<file path="src/rtl/riscv_pkg.sv">
// Shared RISC-V pipeline definitions: word width, reset/NOP constants,
// fetch-queue types and small PC helpers used by every stage.
package riscv_pkg;

    localparam int XLEN = 32;

    localparam logic [XLEN-1:0] RESET_PC_DEFAULT  = 32'h0040_0000;
    localparam logic [XLEN-1:0] NOP_INSTR_DEFAULT = 32'h0000_0013; // addi x0,x0,0

    // Occupancy of the 2-entry fetch queue
    typedef enum logic [1:0] {
        Q_EMPTY = 2'd0,
        Q_ONE   = 2'd1,
        Q_FULL  = 2'd2
    } fq_state_e;

    typedef struct packed {
        logic [XLEN-1:0] instr;
        logic [XLEN-1:0] pc;
    } fq_entry_t;

    // Sequential fetch address; wraps modulo 2^XLEN
    function automatic logic [XLEN-1:0] pc_next(input logic [XLEN-1:0] pc);
        return pc + 32'd4;
    endfunction

    // Instructions are word aligned, so the low two target bits are dropped
    function automatic logic [XLEN-1:0] pc_align(input logic [XLEN-1:0] pc);
        return {pc[XLEN-1:2], 2'b00};
    endfunction

endpackage

</file>
<file path="src/rtl/fetch_queue.sv">
// Two-entry {instruction, pc} queue between instruction memory and decode.
// Head entry is always the oldest; flush empties it in one cycle.
module fetch_queue
    import riscv_pkg::*;
(
    input  logic      clk,
    input  logic      rst_ni,
    input  logic      flush_i,
    input  logic      push_i,
    input  fq_entry_t push_data_i,
    input  logic      pop_i,
    output fq_entry_t head_o,
    output logic      full_o,
    output logic      empty_o
);

    fq_state_e state_q;
    logic      empty_q;
    logic      full_q;
    fq_entry_t head_q, head_d;
    fq_entry_t tail_q, tail_d;

    // Occupancy FSM; a simultaneous push and pop keeps the current state
    always_ff @(posedge clk) begin
        if (!rst_ni || flush_i) begin
            state_q <= Q_EMPTY;
            empty_q <= 1'b1;
            full_q  <= 1'b0;
        end else begin
            case (state_q)
                Q_EMPTY: begin
                    if (push_i) begin
                        state_q <= Q_ONE;
                        empty_q <= 1'b0;
                    end
                end
                Q_ONE: begin
                    if (push_i && !pop_i) begin
                        state_q <= Q_FULL;
                        full_q  <= 1'b1;
                    end else if (pop_i && !push_i) begin
                        state_q <= Q_EMPTY;
                        empty_q <= 1'b1;
                    end
                end
                Q_FULL: begin
                    if (pop_i && !push_i) begin
                        state_q <= Q_ONE;
                        full_q  <= 1'b0;
                    end
                end
                default: begin
                    state_q <= Q_EMPTY;
                    empty_q <= 1'b1;
                    full_q  <= 1'b0;
                end
            endcase
        end
    end

    // Entry steering: new data lands in head when head is free after this edge, else in tail
    always_comb begin
        head_d = head_q;
        tail_d = tail_q;
        if (state_q == Q_FULL && pop_i) begin
            head_d = tail_q;
        end
        if (push_i) begin
            if (state_q == Q_EMPTY || (state_q == Q_ONE && pop_i)) begin
                head_d = push_data_i;
            end else begin
                tail_d = push_data_i;
            end
        end
    end

    // Payload registers carry no reset; occupancy alone decides what is valid
    always_ff @(posedge clk) begin
        head_q <= head_d;
        tail_q <= tail_d;
    end

    assign head_o  = head_q;
    assign full_o  = full_q;
    assign empty_o = empty_q;

    // Issue throttling upstream must never let a push overflow a full queue
    a_no_overflow: assert property (@(posedge clk) disable iff (!rst_ni || flush_i)
        !(push_i && !pop_i && full_q));

    a_no_underflow: assert property (@(posedge clk) disable iff (!rst_ni || flush_i)
        !(pop_i && empty_q));

endmodule

</file>
<file path="src/rtl/fetch_unit.sv">
// Instruction fetch stage: fetch PC, issue throttling against a 2-entry
// queue, single-outstanding memory request and redirect/flush handling.
module fetch_unit
    import riscv_pkg::*;
#(
    parameter logic [XLEN-1:0] RESET_PC  = RESET_PC_DEFAULT,
    parameter logic [XLEN-1:0] NOP_INSTR = NOP_INSTR_DEFAULT
) (
    input  logic            clk,
    input  logic            reset,
    output logic [XLEN-1:0] imem_addr,
    output logic            imem_req,
    input  logic [XLEN-1:0] imem_rdata,
    input  logic            hold,
    input  logic            redirect,
    input  logic [XLEN-1:0] redirect_pc,
    output logic [XLEN-1:0] instruction_out,
    output logic [XLEN-1:0] pc_out,
    output logic            valid_out,
    output logic            IF_flush
);

    logic [XLEN-1:0] fetch_pc_q, fetch_pc_d;
    logic            inflight_q, inflight_d;
    logic [XLEN-1:0] issued_pc_q, issued_pc_d;

    fq_entry_t       head;
    fq_entry_t       push_data;
    logic            q_full;
    logic            q_empty;
    logic [1:0]      occupancy;
    logic [2:0]      demand;
    logic            deq;
    logic            issue;
    logic            enq;

    // Reset gates the visible outputs so nothing stale leaks during reset
    assign valid_out       = reset & ~q_empty;
    assign instruction_out = valid_out ? head.instr : NOP_INSTR;
    assign pc_out          = valid_out ? head.pc : '0;
    assign IF_flush        = redirect;

    assign deq       = valid_out & ~hold;
    assign occupancy = q_full ? 2'd2 : (q_empty ? 2'd0 : 2'd1);
    assign demand    = {1'b0, occupancy} + {2'b00, inflight_q};
    // Only issue when queued + outstanding work, net of this cycle's dequeue, leaves room
    assign issue     = reset & ~redirect & (demand < (3'd2 + {2'b00, deq}));
    assign enq       = reset & inflight_q & ~redirect;

    assign imem_req  = issue;
    assign imem_addr = fetch_pc_q;

    assign push_data.instr = imem_rdata;
    assign push_data.pc    = issued_pc_q;

    // Next fetch PC and outstanding-request flag; redirect discards the response in flight
    always_comb begin
        fetch_pc_d  = fetch_pc_q;
        inflight_d  = inflight_q;
        issued_pc_d = issued_pc_q;
        if (redirect) begin
            fetch_pc_d = pc_align(redirect_pc);
            inflight_d = 1'b0;
        end else begin
            inflight_d = issue;
            if (issue) begin
                fetch_pc_d  = pc_next(fetch_pc_q);
                issued_pc_d = fetch_pc_q;
            end
        end
    end

    // Control state with synchronous active-low reset
    always_ff @(posedge clk) begin
        if (!reset) begin
            fetch_pc_q <= RESET_PC;
            inflight_q <= 1'b0;
        end else begin
            fetch_pc_q <= fetch_pc_d;
            inflight_q <= inflight_d;
        end
    end

    // PC of the outstanding request, paired with its response on enqueue
    always_ff @(posedge clk) begin
        issued_pc_q <= issued_pc_d;
    end

    fetch_queue u_queue (
        .clk         (clk),
        .rst_ni      (reset),
        .flush_i     (redirect),
        .push_i      (enq),
        .push_data_i (push_data),
        .pop_i       (deq & ~redirect),
        .head_o      (head),
        .full_o      (q_full),
        .empty_o     (q_empty)
    );

endmodule

</file>
<file path="config.mk">
export PLATFORM = sky130hd
export DESIGN_NAME = fetch_unit
export DESIGN_NICKNAME = d
export VERILOG_FILES = /design/src/rtl/riscv_pkg.sv /design/src/rtl/fetch_queue.sv /design/src/rtl/fetch_unit.sv
export SDC_FILE = /design/constraint.sdc
export NUM_CORES = 1
export LEC_CHECK = 0
export ABC_AREA = 0
export CORE_ASPECT_RATIO = 1.75
export CORE_UTILIZATION = 50
export CTS_CLUSTER_SIZE = 16
export DETAILED_ROUTE_END_ITERATION = 12
export PLACE_DENSITY = 0.76
export SLEW_MARGIN = 30
export SYNTH_ARGS = -nofsm -noshare
export SYNTH_HDL_FRONTEND = slang
export SYNTH_HIERARCHICAL = 1
export SYNTH_SLANG_ARGS = --single-unit
</file>
<file path="constraint.sdc">
create_clock -name clk -period 7.4 [get_ports clk]
set_input_delay 1.48 -clock clk [delete_from_list [all_inputs] [get_ports clk]]
set_output_delay 1.48 -clock clk [all_outputs]
set_load 0.01 [all_outputs]
</file>
; Yosys cells after proc, flatten, opt, wreduce, memory -nomap -nowiden
; Index checks and enable logic that the tools add are counted.
[word_totals]
latchBits = 0
mem_count = 0
ram_bits = 0
input_bits = 68
register_bits = 197
mem_bits_ro = 0
[op_classes]
mux = 21
eq_ne = 8
addsub = 3
magnitude_cmp = 1
multipliers = 0
n_div = 0
bitwise = 14
reduce_logical = 17
shifts = 0
[op_table]
columns = cell, n
row1 = $mux 64, 3
row2 = $mux 32, 4
row3 = $add 32x3->32 const B, 1
row4 = $mux 2, 5
row5 = $ne 2x1->1 const B, 4
row6 = $and 1x1->1, 7
row7 = $not 1->1, 7
row8 = $mux 1, 6
row9 = $pmux 1 s3, 2
row10 = $pmux 2 s3, 1
row11 = $reduce_and 3->1, 2
row12 = $logic_and 1x1->1, 4
row13 = $reduce_and 2->1, 2
row14 = $reduce_and 4->1, 1
row15 = $add 2x1->3, 1
row16 = $add 2x1->3 const A, 1
row17 = $logic_not 1->1, 3
row18 = $lt 3x3->1, 1
row19 = $ne 3x1->1 const B, 1
row20 = $eq 2x1->1 const B, 1
row21 = $eq 2x2->1 const B, 1
row22 = $logic_not 2->1, 1
row23 = $logic_or 1x1->1, 2
row24 = $ne 2x2->1 const B, 1
row25 = other kinds (2), 2

; Logic depth before layout (Yosys ltp)
[depth]
word_depth = 8
depth_mapped = 9

; By module
; The synthesis kept the hierarchy.
[by_module_without_submodules]
columns = module, area_per_inst_um2, seq_area_each_um2, cells_per_inst, instances
row1 = fetch_queue, 5530.3, 3283.1, 302, 1
row2 = fetch_unit, 3160.5, 1521.5, 330, 1

; Worst setup path before layout
; Ideal clock, no wire load.
[synth_timing]
kind = in2reg
start = in redirect
end = reg u_queue/tail_q[0] (netlist bit), enable pin
n_path_buf = 2
t_required_ns = 6.893
path_stages = 6
path_slack_ns = 1.343
arrival_time_ns = 5.549
cell_sequence = clkbuf_1 > clkinv_1 > clkbuf_1 > and3_1 > inv_1 > a21oi_1
[synth_rtl]
columns = item, line
row1 = "start, declared", fetch_unit.sv:15  ; input logic redirect,
row2 = $not 1->1 (no source line), --
row3 = $and 1x1->1, fetch_unit.sv:48  ; assign enq = reset & inflight_q & ~redirect;
row4 = net enq, fetch_unit.sv:35  ; logic enq;
row5 = $reduce_and 2->1 (no source line), --
row6 = "end signal, assigned", fetch_queue.sv:80  ; tail_q <= tail_d;
row7 = "end, declared", fetch_queue.sv:21  ; fq_entry_t tail_q, tail_d;
; The timed path passes the listed nets, and every way through them passes these cells.
; A chain may end at the register's enable or synchronous reset.

; Worst setup path in the final report
[layout_timing]
start = in reset
end = out imem_req
[layout_between]
elab_chain_len = 5
[layout_lines]
columns = item, line
row1 = "start, declared", fetch_unit.sv:10  ; input logic reset,
row2 = $and 1x1->1, fetch_unit.sv:38  ; assign valid_out = reset & ~q_empty;
row3 = $and 1x1->1, fetch_unit.sv:43  ; assign deq = valid_out & ~hold;
row4 = $add 2x1->3, fetch_unit.sv:47  ; assign issue = reset & ~redirect & (demand < (3'd2 + {2'b00, deq}));
row5 = $lt 3x3->1, fetch_unit.sv:47
row6 = $and 1x1->1 *, fetch_unit.sv:47
row7 = "end, declared", fetch_unit.sv:12  ; output logic imem_req,
; Mark *: on every way between the ends. The rest lies on a longest branch, timed or not.

==> metrics.yaml <==
post-route-drc-count: 0
fmax_mhz: 180
setup_viol: 0
post-synth-top-count-cell: "mux2_4"
worst_pin_slew_ps: 857
grt_first_pass_wirelength_mm: 29.2
clk_latency_ps: 430
drt_iter0_markers: 218
path_class: "in2out"
postSynth.asyncResetShare: 0
die_area_mm2: 0.0179
pwr-share-seq: 0.505
antenna_cells: 0
report.power.total_mw: 2.56
syn_area_mm2: 0.00869
vias: 5501
switching_share: 0.220
row_count: 63
wire_per_inst_um: 17.9
synth_area_leader_cell: "edfxtp_1"
io_pins: 167
p_leak_nw: 4.45
post_cts_buffers: 0
synthTopCellsByCount: "mux2_4, dfxtp_1, edfxtp_1"
yosys_warnings: 6
cts_sinks: 193
synth_cell_type_count: 56
core-area_mm2: 0.0169
maxSlewHeadroom: 0.429
ant_nets: 0
place_inst: 1002
final_nets: 869
fin_crit_ps: 5560
synth_ff_type: "dfxtp_1"
status: "finished, final reports clean"
area_delta_synth_final_pct: 28.0
yosysSeqAreaShare: 0.553
portBuffers: 162
antenna_found_initial: 0
gp_congestion: 0.894
ctsHoldBuffers: 0
post-synth-top-area-fraction: 0.325
ctsLongestPathBuffers: 2
cts_tree: "done"
worstHoldPathType: "reg2reg"
switching_power_mw: 0.562
grt_pass1_vias: 5758
cts-root-buf: "clkbuf_16"
synth_edf_count: 94
cts.clk_slew.worst_paths_ps: 70
grt_max_degree: 65
arrival_ps: 4080
critPathMaxFanout: 29
drive_above_1_share: 0.226
dp_hpwl_mm: 12.9
via_per_inst: 5.31
p_clk_frac: 0.347
slew_violations: 0
fin_crit_sh: 0.751
synth-seq-cells: 193
fin_cells: 1035
synthCells: 632
die_w_um: 102
p_int_mw: 1.99
worstPathRequired_ps: 5920
initial_utilization: 0.513
placed_cell_area_mm2: 0.0105
finalSetupTns_ps: 0
synthTopCellsByArea: "edfxtp_1, dfxtp_1, mux2_4, and2_1, a21oi_1"
cp-end-kind: "output pin"
cts_buffers: 17
dr.pass1.iters: 5
routed_wl_mm: 18.5
startpoint_type: "primary input"
hold_viol: 0
pwr-share-comb: 0.147
cts_resized: 0
p_per_area_mw_per_mm2: 230
rsz0062_at_grt: "no"
finClkSkew_ps: 11.6
cts_max_level: 4
ir_drop_uv: 156
gr-total-overflow: 0
die_h_um: 176
grtUsageTotal: 0.213
final_cell_area_mm2: 0.0111
max_cap_viol_count: 0
fill_cells: 1262
avgSynthCellArea_um2: 13.8
## critical path, cell delays in order
cell	delay, ps
clkdlybuf4s50_1	490
buf_4	300
or4b_4	560
a21o_1	360
nor2_1	270
clkdlybuf4s50_1	590
## placed cells by master, fill, tap and decap left out, types with 8 or more instances in the layout
cell,n
clkdlybuf4s50_1,162
mux2_4,120
dfxtp_1,99
edfxtp_1,94
and2_1,63
a21oi_1,24
o21ai_0,22
nand2_1,18
clkbuf_16,18
nand3_1,17
nor2_1,16
xnor2_1,13
nand4_1,11
mux2_2,10
inv_1,8
## final cells by class
| type | instances | area, µm² | area share |
|---|---|---|---|
| Sequential cell | 193 | 4800 | 0.432 |
| Multi-Input combinational cell | 401 | 3660 | 0.329 |
| Timing Repair Buffer | 173 | 1770 | 0.159 |
| Clock buffer | 22 | 475 | 0.0427 |
| Tap cell | 227 | 284 | 0.0255 |
| Clock inverter | 10 | 97.6 | 0.00877 |
| Inverter | 9 | 33.8 | 0.00304 |
## power by group through the flow
stage	clock (mW)	sequential [mW]	combinational (mW)
final	0.888	1.29	0.377
after global routing	0.951	1.30	0.402
after CTS	0.906	1.29	0.379
after detailed placement	0	1.32	0.373
after global placement	0	1.31	0.359
after floorplan	0	1.29	0.271
## per-layer routing
layer  part of all wire  wire (µm)  vias to the layer above  GRT usage
met2               0.53       9800                      216      0.384
met5                  0          0                        -          0
met4              0.035        649                        0      0.107
li1                   -          -                     2616          -
met3              0.045        843                       39     0.0321
met1               0.39       7250                     2630      0.238
## stage by stage
| stage | setup slack, ps | hold WS, ps | util |
|---|---|---|---|
| 3_3_place_gp | 1890 | 432 | 0.617 |
| 5_1_grt | 1750 | 459 | 0.656 |
| 6_report | 1840 | 441 | 0.656 |
| 3_5_place_dp | 1880 | 431 | 0.621 |
| 4_1_cts | 1870 | 443 | 0.654 |
| 2_1_floorplan | 1340 | 422 | - |
## registers in the layout, indices dropped and copies added, names as in the netlist
name,count
u_queue/head_o,64
u_queue/tail_q,64
imem_addr,30
issued_pc_q,30
u_queue/state_q,2
inflight_q,1
u_queue/empty_o,1
u_queue/full_o,1
## final timing paths
check                               startpoint                           to  slack [ps]  cells after the start
setup reg to reg  u_queue/empty_o$_SDFFE_PP1P_   u_queue/head_o[11]$_DFF_P_        4410                      5
hold / removal        issued_pc_q[2]$_DFFE_PP_  u_queue/tail_q[2]$_DFFE_PP_         440                      0
hold reg to reg       issued_pc_q[2]$_DFFE_PP_  u_queue/tail_q[2]$_DFFE_PP_         440                      0
setup / recovery                         reset                     imem_req        1840                      6
## cells by family (layout without fill, tap and decap cells)
group | after synthesis | in the layout | share of synthesized area
AOI/OAI and AO/OA | 71 | 71 | 0.0517
other | 1 | 6 | 0.000431
DFF | 193 | 193 | 0.553
and+or+nand+nor | 167 | 167 | 0.113
muxes | 131 | 131 | 0.221
adders and majority gates | 6 | 6 | 0.00864
xor gates and xnor gates | 20 | 20 | 0.0202
buffers and inverters | 43 | 214 | 0.0320
(Power assumes the default switching activity.)
